[config.mk]
export PLATFORM = sky130hd
export DESIGN_NAME = pulse_stretch
export DESIGN_NICKNAME = d
export VERILOG_FILES = /design/src/rtl/pulse_stretch_pkg.sv /design/src/rtl/pulse_stretch_rise.sv /design/src/rtl/pulse_stretch.sv
export SDC_FILE = /design/constraint.sdc
export NUM_CORES = 1
export LEC_CHECK = 0
export CORE_MARGIN = 4
export CORE_UTILIZATION = 45
export DETAILED_ROUTE_END_ITERATION = 6
export MAX_ROUTING_LAYER = met4
export PLACE_DENSITY_LB_ADDON = 0.25
export SLEW_MARGIN = 10
export SYNTH_ARGS = -nofsm -noshare
export SYNTH_HDL_FRONTEND = slang
export SYNTH_HIERARCHICAL = 1
export SYNTH_SLANG_ARGS = --single-unit
export TNS_END_PERCENT = 5
[constraint.sdc]
create_clock -name clk -period 2.04 [get_ports clk]
set_input_delay 0.204 -clock clk [delete_from_list [all_inputs] [get_ports clk]]
set_output_delay 0.204 -clock clk [all_outputs]
set_load 0.05 [all_outputs]
[src/rtl/pulse_stretch_pkg.sv]
// Shared types and helpers for the pulse stretcher: FSM state encoding and
// window counter sizing.
package pulse_stretch_pkg;

   typedef enum logic [1:0] {
      IDLE = 2'd0,
      HIGH = 2'd1,
      LOW  = 2'd2
   } state_t;

   function automatic int cnt_width(input int high_cyc, input int low_cyc);
      return $clog2(((high_cyc > low_cyc) ? high_cyc : low_cyc) + 1);
   endfunction

endpackage

[src/rtl/pulse_stretch_rise.sv]
// Two-flop synchronizer plus rising-edge detector for a raw asynchronous level.
// Only compiled when PULSE_STRETCH_SYNC_EN is defined.
`ifdef PULSE_STRETCH_SYNC_EN
module rise_detect (
   input  logic clk,
   input  logic rst,
   input  logic i_level,
   output logic o_rise
);

   logic r_d1;
   logic r_d2;
   logic r_d3;

   always_ff @(posedge clk) begin
      if (rst) begin
         r_d1 <= 1'b0;
         r_d2 <= 1'b0;
         r_d3 <= 1'b0;
      end else begin
         r_d1 <= i_level;
         r_d2 <= r_d1;
         r_d3 <= r_d2;
      end
   end

   assign o_rise = r_d2 & ~r_d3;

endmodule
`endif

[src/rtl/pulse_stretch.sv]
// Stretches single-cycle events into HIGH_CYC-wide windows separated by LOW_CYC gaps,
// queueing overlapping events. Define PULSE_STRETCH_SYNC_EN to accept a raw async level.
module pulse_stretch
   import pulse_stretch_pkg::*;
#(
   parameter int HIGH_CYC = 4,
   parameter int LOW_CYC  = 2,
   parameter int PEND_W   = 3
) (
   input  logic              clk,
   input  logic              rst,
   input  logic              i_pulse,
   output logic              o_level,
   output logic              o_busy,
   output logic [PEND_W-1:0] o_pend,
   output logic              o_ovf
);

   localparam int CW = cnt_width(HIGH_CYC, LOW_CYC);
   localparam logic [CW-1:0]     HIGH_LOAD = CW'(HIGH_CYC - 1);
   localparam logic [CW-1:0]     LOW_LOAD  = CW'(LOW_CYC - 1);
   localparam logic [PEND_W-1:0] PEND_MAX  = '1;

   state_t            r_state;
   logic [CW-1:0]     r_cnt;
   logic [PEND_W-1:0] r_pend;
   logic              r_ovf;
   logic              r_level;
   logic              r_busy;

   state_t            w_next;
   logic [CW-1:0]     w_cnt;
   logic [PEND_W-1:0] w_pend;
   logic              w_drop;
   logic              w_event;

`ifdef PULSE_STRETCH_SYNC_EN
   rise_detect u_rise (
      .clk     (clk),
      .rst     (rst),
      .i_level (i_pulse),
      .o_rise  (w_event)
   );
`else
   assign w_event = i_pulse;
`endif

   // Counter counts down from load-1 so the final cycle of a phase is r_cnt == 0.
   always_comb begin
      w_next = r_state;
      w_cnt  = r_cnt;
      w_pend = r_pend;
      w_drop = 1'b0;
      case (r_state)
         IDLE: begin
            if (w_event) begin
               w_next = HIGH;
               w_cnt  = HIGH_LOAD;
            end
         end
         HIGH: begin
            if (w_event) begin
               if (r_pend == PEND_MAX) w_drop = 1'b1;
               else                    w_pend = r_pend + 1'b1;
            end
            if (r_cnt == '0) begin
               w_next = LOW;
               w_cnt  = LOW_LOAD;
            end else begin
               w_cnt = r_cnt - 1'b1;
            end
         end
         LOW: begin
            if (r_cnt != '0) begin
               w_cnt = r_cnt - 1'b1;
               if (w_event) begin
                  if (r_pend == PEND_MAX) w_drop = 1'b1;
                  else                    w_pend = r_pend + 1'b1;
               end
            end else if (r_pend != '0) begin
               // One queued event starts now; a simultaneous new event takes its slot.
               w_next = HIGH;
               w_cnt  = HIGH_LOAD;
               if (!w_event) w_pend = r_pend - 1'b1;
            end else if (w_event) begin
               w_next = HIGH;
               w_cnt  = HIGH_LOAD;
            end else begin
               w_next = IDLE;
            end
         end
         default: begin
            w_next = IDLE;
            w_cnt  = '0;
         end
      endcase
   end

   always_ff @(posedge clk) begin
      if (rst) begin
         r_state <= IDLE;
         r_cnt   <= '0;
         r_pend  <= '0;
         r_ovf   <= 1'b0;
         r_level <= 1'b0;
         r_busy  <= 1'b0;
      end else begin
         r_state <= w_next;
         r_cnt   <= w_cnt;
         r_pend  <= w_pend;
         r_level <= (w_next == HIGH);
         r_busy  <= (w_next != IDLE);
         if (w_drop) r_ovf <= 1'b1;
      end
   end

   assign o_level = r_level;
   assign o_busy  = r_busy;
   assign o_pend  = r_pend;
   assign o_ovf   = r_ovf;

endmodule

==> metrics.txt, run 1 <==
post-synthesis sequential area ratio 29.28%; leakage power 0.3731 nW; initial core utilization 48.78%; GRT overflow 0; clock buffer depth 2; Switching Share 40.08%; clock root cell clkbuf_4; syn_nets 98; Pre-antenna DRT Iters 4; global-route wire length before repair 2794 µm; drt initial violations 17; Final Max Tran Viols 0; Critical Path RT 2.22 ns; clock network power share 21.6%; Fin. Hold Viols 0; commonest non-fill, non-tap cell in the layout ha_1; Final Wtd Congestion 0.8297; final worst-path cycle share 89.80%; Slew Limit Headroom 66.37%; Global Route Usage Sum 15.01%; Die Span Y 48.88 µm; Max Freq 0.5459 GHz; total CTS buffers 3; row count 14; Distinct cells, synth 33; CTS H-tree lvls 1; synthesized area 752.0 µm²; Final HPWL DP 1159 µm; Inst Count DP 109; Remaining DRCs 0; routed vias/inst 5.673; Yosys warning count 6; Slew @ Worst Pin 0.5029 ns; Synth Register Bits 11; vias 641; status finished clean; switching pwr 0.2964 mW; Clock Sink Count 11; num ports 9; Avg Inst Size Synth 8.847 µm²; die width 48.88 µm; MaxCap Viol Count 0; final setup fails 0; Post-CTS Setup Repair Bufs 0; RSZ-0062 raised after global routing false; Worst EP arrival 2.01 ns; CTS clk-pin slew, worst paths 0.08 ns; Die ar. 2389 µm²; vias in the first global route 649; core area 1541 µm²; fraction of layout cells with a size suffix above 1 15.46%; commonest non-fill, non-tap cells in the layout 10 x ha_1, 9 x nor2_1, 9 x dfxtp_1; Comb pwr share 42.1%; hold_sp o_ovf; routed len/inst 13.66 µm; Worst setup EP type flip-flop; antenna violations before repair 0; Setup Skew 0.006150 ns; largest net degree at the start of global routing 12; Final #Nets 111; kind of critical path reg2reg; worst hold path class reg2reg; PostCTS Resize Cnt 0; CTS tree done; Fin Setup TNS 0 ns; area delta synth->final 16.31%; CP Launch Type flip-flop; filler-free cell count of the finished design 113; Pwr Density 845.5 nW/µm²; reg2reg start r_cnt[0]; # diodes 0; Port Buf Inserts 8; P_int 0.4431 mW; worst skew pair latency 0.28 ns; synthesized instance count 85; VDD IR max 0.4267 mV; Final min period 1.832 ns; share of power burned in registers 36.3%; Post-CTS Hold Buffers 0; final antenna-violating net count 0; crit-path max FO 5; CP startpoint r_cnt[0]; Total Wirelength 1544 µm
-- power groups by stage --
stage	Combinational (mW)	Sequential [mW]	Clock, mW
CTS	0.312	0.268	0.164
finish	0.311	0.269	0.160
global route	0.344	0.275	0.176
floorplan	0.189	0.315	0
global placement	0.305	0.272	0
detailed placement	0.310	0.274	0
-- cell families after synthesis --
kind of cell	after synthesis	synth area share (%)
AND/OR/NAND/NOR	28	21.80
AO/OA/AOI/OAI	22	19.80
flip-flops	11	29.28
buffers and inverters	10	6.822
adder cells (fa/ha/maj)	10	16.64
multiplexers	3	4.492
XOR/XNOR	1	1.165
-- final cells by class --
class,count,area (µm²)
clock buffer,4,26.28
sequential,11,222.7
inverter,8,30.03
multi-input combinational,64,480.5
fill,141,666.9
timing repair buffer,10,95.09
tap,16,20.02
-- final timing paths --
| kind | to | slack, ns | cells past startpoint |
|---|---|---|---|
| max | o_pend[0] | 0.21 | 6 |
| min | o_ovf | 0.50 | 1 |
| max reg2reg | o_pend[0] | 0.21 | 6 |
| min reg2reg | o_ovf | 0.50 | 1 |
-- metal layers --
metal	wire, µm	global-route usage, %	vias up
met5	0	-	-
met4	36	8.520	0
met3	47	3.976	5
met2	673	21.30	9
met1	787	19.00	299
li1	-	-	328
-- state kept, by name, indices dropped and copies added (netlist names) --
register / flops
o_busy: 1
r_state: 2
o_pend: 3
r_cnt: 3
o_ovf: 1
o_level: 1
-- cells in the mapped netlist --
master     count  area, µm²
dfxtp_1       11      220.2
ha_1          10      125.1
nor2_1         9      33.78
inv_1          8      30.03
o21ai_0        6      30.03
a21oi_1        3      15.01
mux2_2         3      33.78
nand3_1        3      15.01
nor3_1         3      15.01
a31oi_1        2      12.51
and2_1         2      12.51
nand2_1        2      7.510
o21a_1         2      15.01
o22ai_1        2      12.51
a21oi_2        1      8.760
a221o_1        1      10.01
a22oi_1        1      7.510
a2bb2oi_1      1      8.760
a311oi_1       1      8.760
buf_4          1      7.510
clkbuf_8       1      13.76
nand2b_1       1      6.260
nand3b_1       1      7.510
nand3b_4       1      20.02
nand4_1        1      6.260
nor2b_1        1      6.260
nor4b_1        1      8.760
o211a_1        1      10.01
o21ba_2        1      10.01
or2b_2         1      8.760
or3_2          1      7.510
or3b_1         1      8.760
xor2_1         1      8.760
-- worst max-delay path, cell delays in order (launching register included) --
cell and delay, ns:
dfxtp_1 0.34, inv_1 0.09, ha_1 0.29, nand3b_4 0.12, or3b_1 0.37, a21oi_2 0.18, mux2_2 0.34
-- stage by stage --
stage / instance area [µm²] / power [mW] / util [%] / hold slack (ns) / worst slack [ns]
after floorplan: 754.5 / 0.5044 / - / 0.4247 / 0.1100
after global routing: 874.6 / 0.7943 / 56.74 / 0.5329 / 0.08734
after detailed placement: 848.3 / 0.5832 / 55.03 / 0.4736 / 0.2139
final: 874.6 / 0.7394 / 56.74 / 0.5004 / 0.2081
after CTS: 874.6 / 0.7446 / 56.74 / 0.4977 / 0.2003
after global placement: 848.3 / 0.5778 / 55.03 / 0.4683 / 0.2545
No activity file was read; power rests on OpenSTA's default activity.
==> run 2: changes to the inputs <==
Settings changed: ABC_CLOCK_PERIOD_IN_PS from default to 2040.
==> results of run 2 <==
Final layout, timing and power as in run 1 (identical DEF).
==> RTL edit: new RTL, flow settings as in run 1 <==
Re-encode `state_t` (3 states) as one-hot, 3 bits wide.
--- a/src/rtl/pulse_stretch_pkg.sv
+++ b/src/rtl/pulse_stretch_pkg.sv
@@ -4,6 +4,6 @@
 
-   typedef enum logic [1:0] {
-      IDLE = 2'd0,
-      HIGH = 2'd1,
-      LOW  = 2'd2
+   typedef enum logic [2:0] {
+      IDLE = 3'b001,
+      HIGH = 3'b010,
+      LOW  = 3'b100
    } state_t;
Behaviour: same outputs for any inputs over 10 cycles, from zero or initial values and one cycle with rst high; not proved beyond that.
==> RTL edit against run 1 <==
Power grew 29%. Sequential cell count increased by 1. Critical path type is now flop to output pin. Worst setup slack improved by 16 ps. Cell area up 4.0%. Global-route usage increased by 0.34 points. Routed wire length grew 3.8%. Area after synthesis is 2.8% higher. Register-to-register slack better by 70 ps. Die area increased by 2.3%.
==> RTL edit: results (changes against run 1) <==
- Post-route non-filler standard cell count: 118 (was 113)
- # fillers: 141 (unchanged)
- CP max FO: 8 (was 5)
- Synth cell count leaders: dfxtp_1, nor2_1, inv_1, o21ai_0 (was dfxtp_1, ha_1, nor2_1, inv_1, o21ai_0)
- Rows: 14 (unchanged)
- Largest net degree at the start of global routing: 11 (was 12)
- Max-slew headroom: 0.669 (was 0.664)
- Diode count: 0 (unchanged)
- Placed insts: 114 (was 109)
- Worst Skew: 1.12 ps (was 6.15 ps)
- Gpl congestion: 0.916 (was 0.830)
- Data arrival, critical path: 1610 ps (was 2010 ps)
- DP Area: 873 um^2 (was 848 um^2)
- Synth top area cells: dfxtp_1, ha_1, nor2_1 (unchanged)
- Share of post-route cells with drive strength above 1: 0.157 (was 0.155)
- DR vias/cell: 5.86 (was 5.67)
- CP max-delay cell: clkdlybuf4s50_1 (was or3b_1)
- Unique masters post-synth: 36 (was 33)
- GR Util All Layers: 0.153 (was 0.150)
- Routed len/inst: 13.6 um (was 13.7 um)
- H-tree Lvls: 1 (unchanged)
- Dpl hpwl: 1190 um (was 1160 um)
- Syn Area/Cell: 8.59 um^2 (was 8.85 um^2)
- DRT iter0 DRCs: 19 (was 17)
- Delay-heaviest family, CP: buffers and inverters (was simple AND/OR/NAND/NOR gates)
- Maximum vdd drop: 486 uV (was 427 uV)
- Status: finished, final reports clean (unchanged)
- Max incr delay on CP: 860 ps (was 370 ps)
- Global-route wire length before repair: 2880 um (was 2790 um)
- Clk slew on worst S/H paths: 80 ps (about the same)
- CTS buffer count: 3 (unchanged)
- EDFF count, synth: 0 (unchanged)
- Vias in the first global route: 621 (was 649)
- Static leakage: 0.000362 uW (was 0.000373 uW)
- Sequential fraction of the synthesis area: 0.311 (was 0.293)
[RTL edit: logic make-up (layout without fill, tap and decap cells)]
family | after synthesis | count (layout) | share of synthesized area
and+or+nand+nor | 32 | 32 | 0.254
AOI/OAI and AO/OA | 28 | 28 | 0.262
DFF | 12 | 12 | 0.311
buffers and inverters | 11 | 23 | 0.0680
adders and majority gates | 5 | 5 | 0.0809
xor gates and xnor gates | 1 | 1 | 0.0113
muxes | 1 | 1 | 0.0129
[RTL edit: power breakdown]
part           switching [uW]  total, uW  internal, uW
Sequential               55.0        335           280
Combinational             248        420           172
Clock                    90.0        199           109
[RTL edit: final timing paths]
check,to,from,slack (ps),cells after the start
worst max register to register,o_pend[1],r_cnt[0],280,7
worst max-delay path,o_pend[2],o_pend[2],220,1
worst min-delay path,o_ovf,o_ovf,480,2
worst min register to register,o_ovf,o_ovf,480,2
[RTL edit: final cells by class]
class / instances / share of cell area
Clock buffer: 4 / 0.0399
Multi-Input combinational cell: 67 / 0.528
Tap cell: 16 / 0.0220
Inverter: 8 / 0.0330
Sequential cell: 12 / 0.264
Timing Repair Buffer: 11 / 0.113
[RTL edit: per-layer routing]
metal | up-vias | track usage | wire, um
met4 | 0 | 0.0276 | 11
li1 | 345 | - | -
met1 | 317 | 0.210 | 751
met5 | - | - | 0
met2 | 26 | 0.219 | 736
met3 | 3 | 0.0542 | 102
[RTL edit: through the flow]
stage | power (uW) | setup slack [ps] | utilization
detailed placement | 756 | 315 | 0.560
floorplan | 674 | 311 | -
CTS | 959 | 237 | 0.583
finish | 954 | 224 | 0.583
global route | 1030 | 106 | 0.583
global placement | 753 | 317 | 0.560
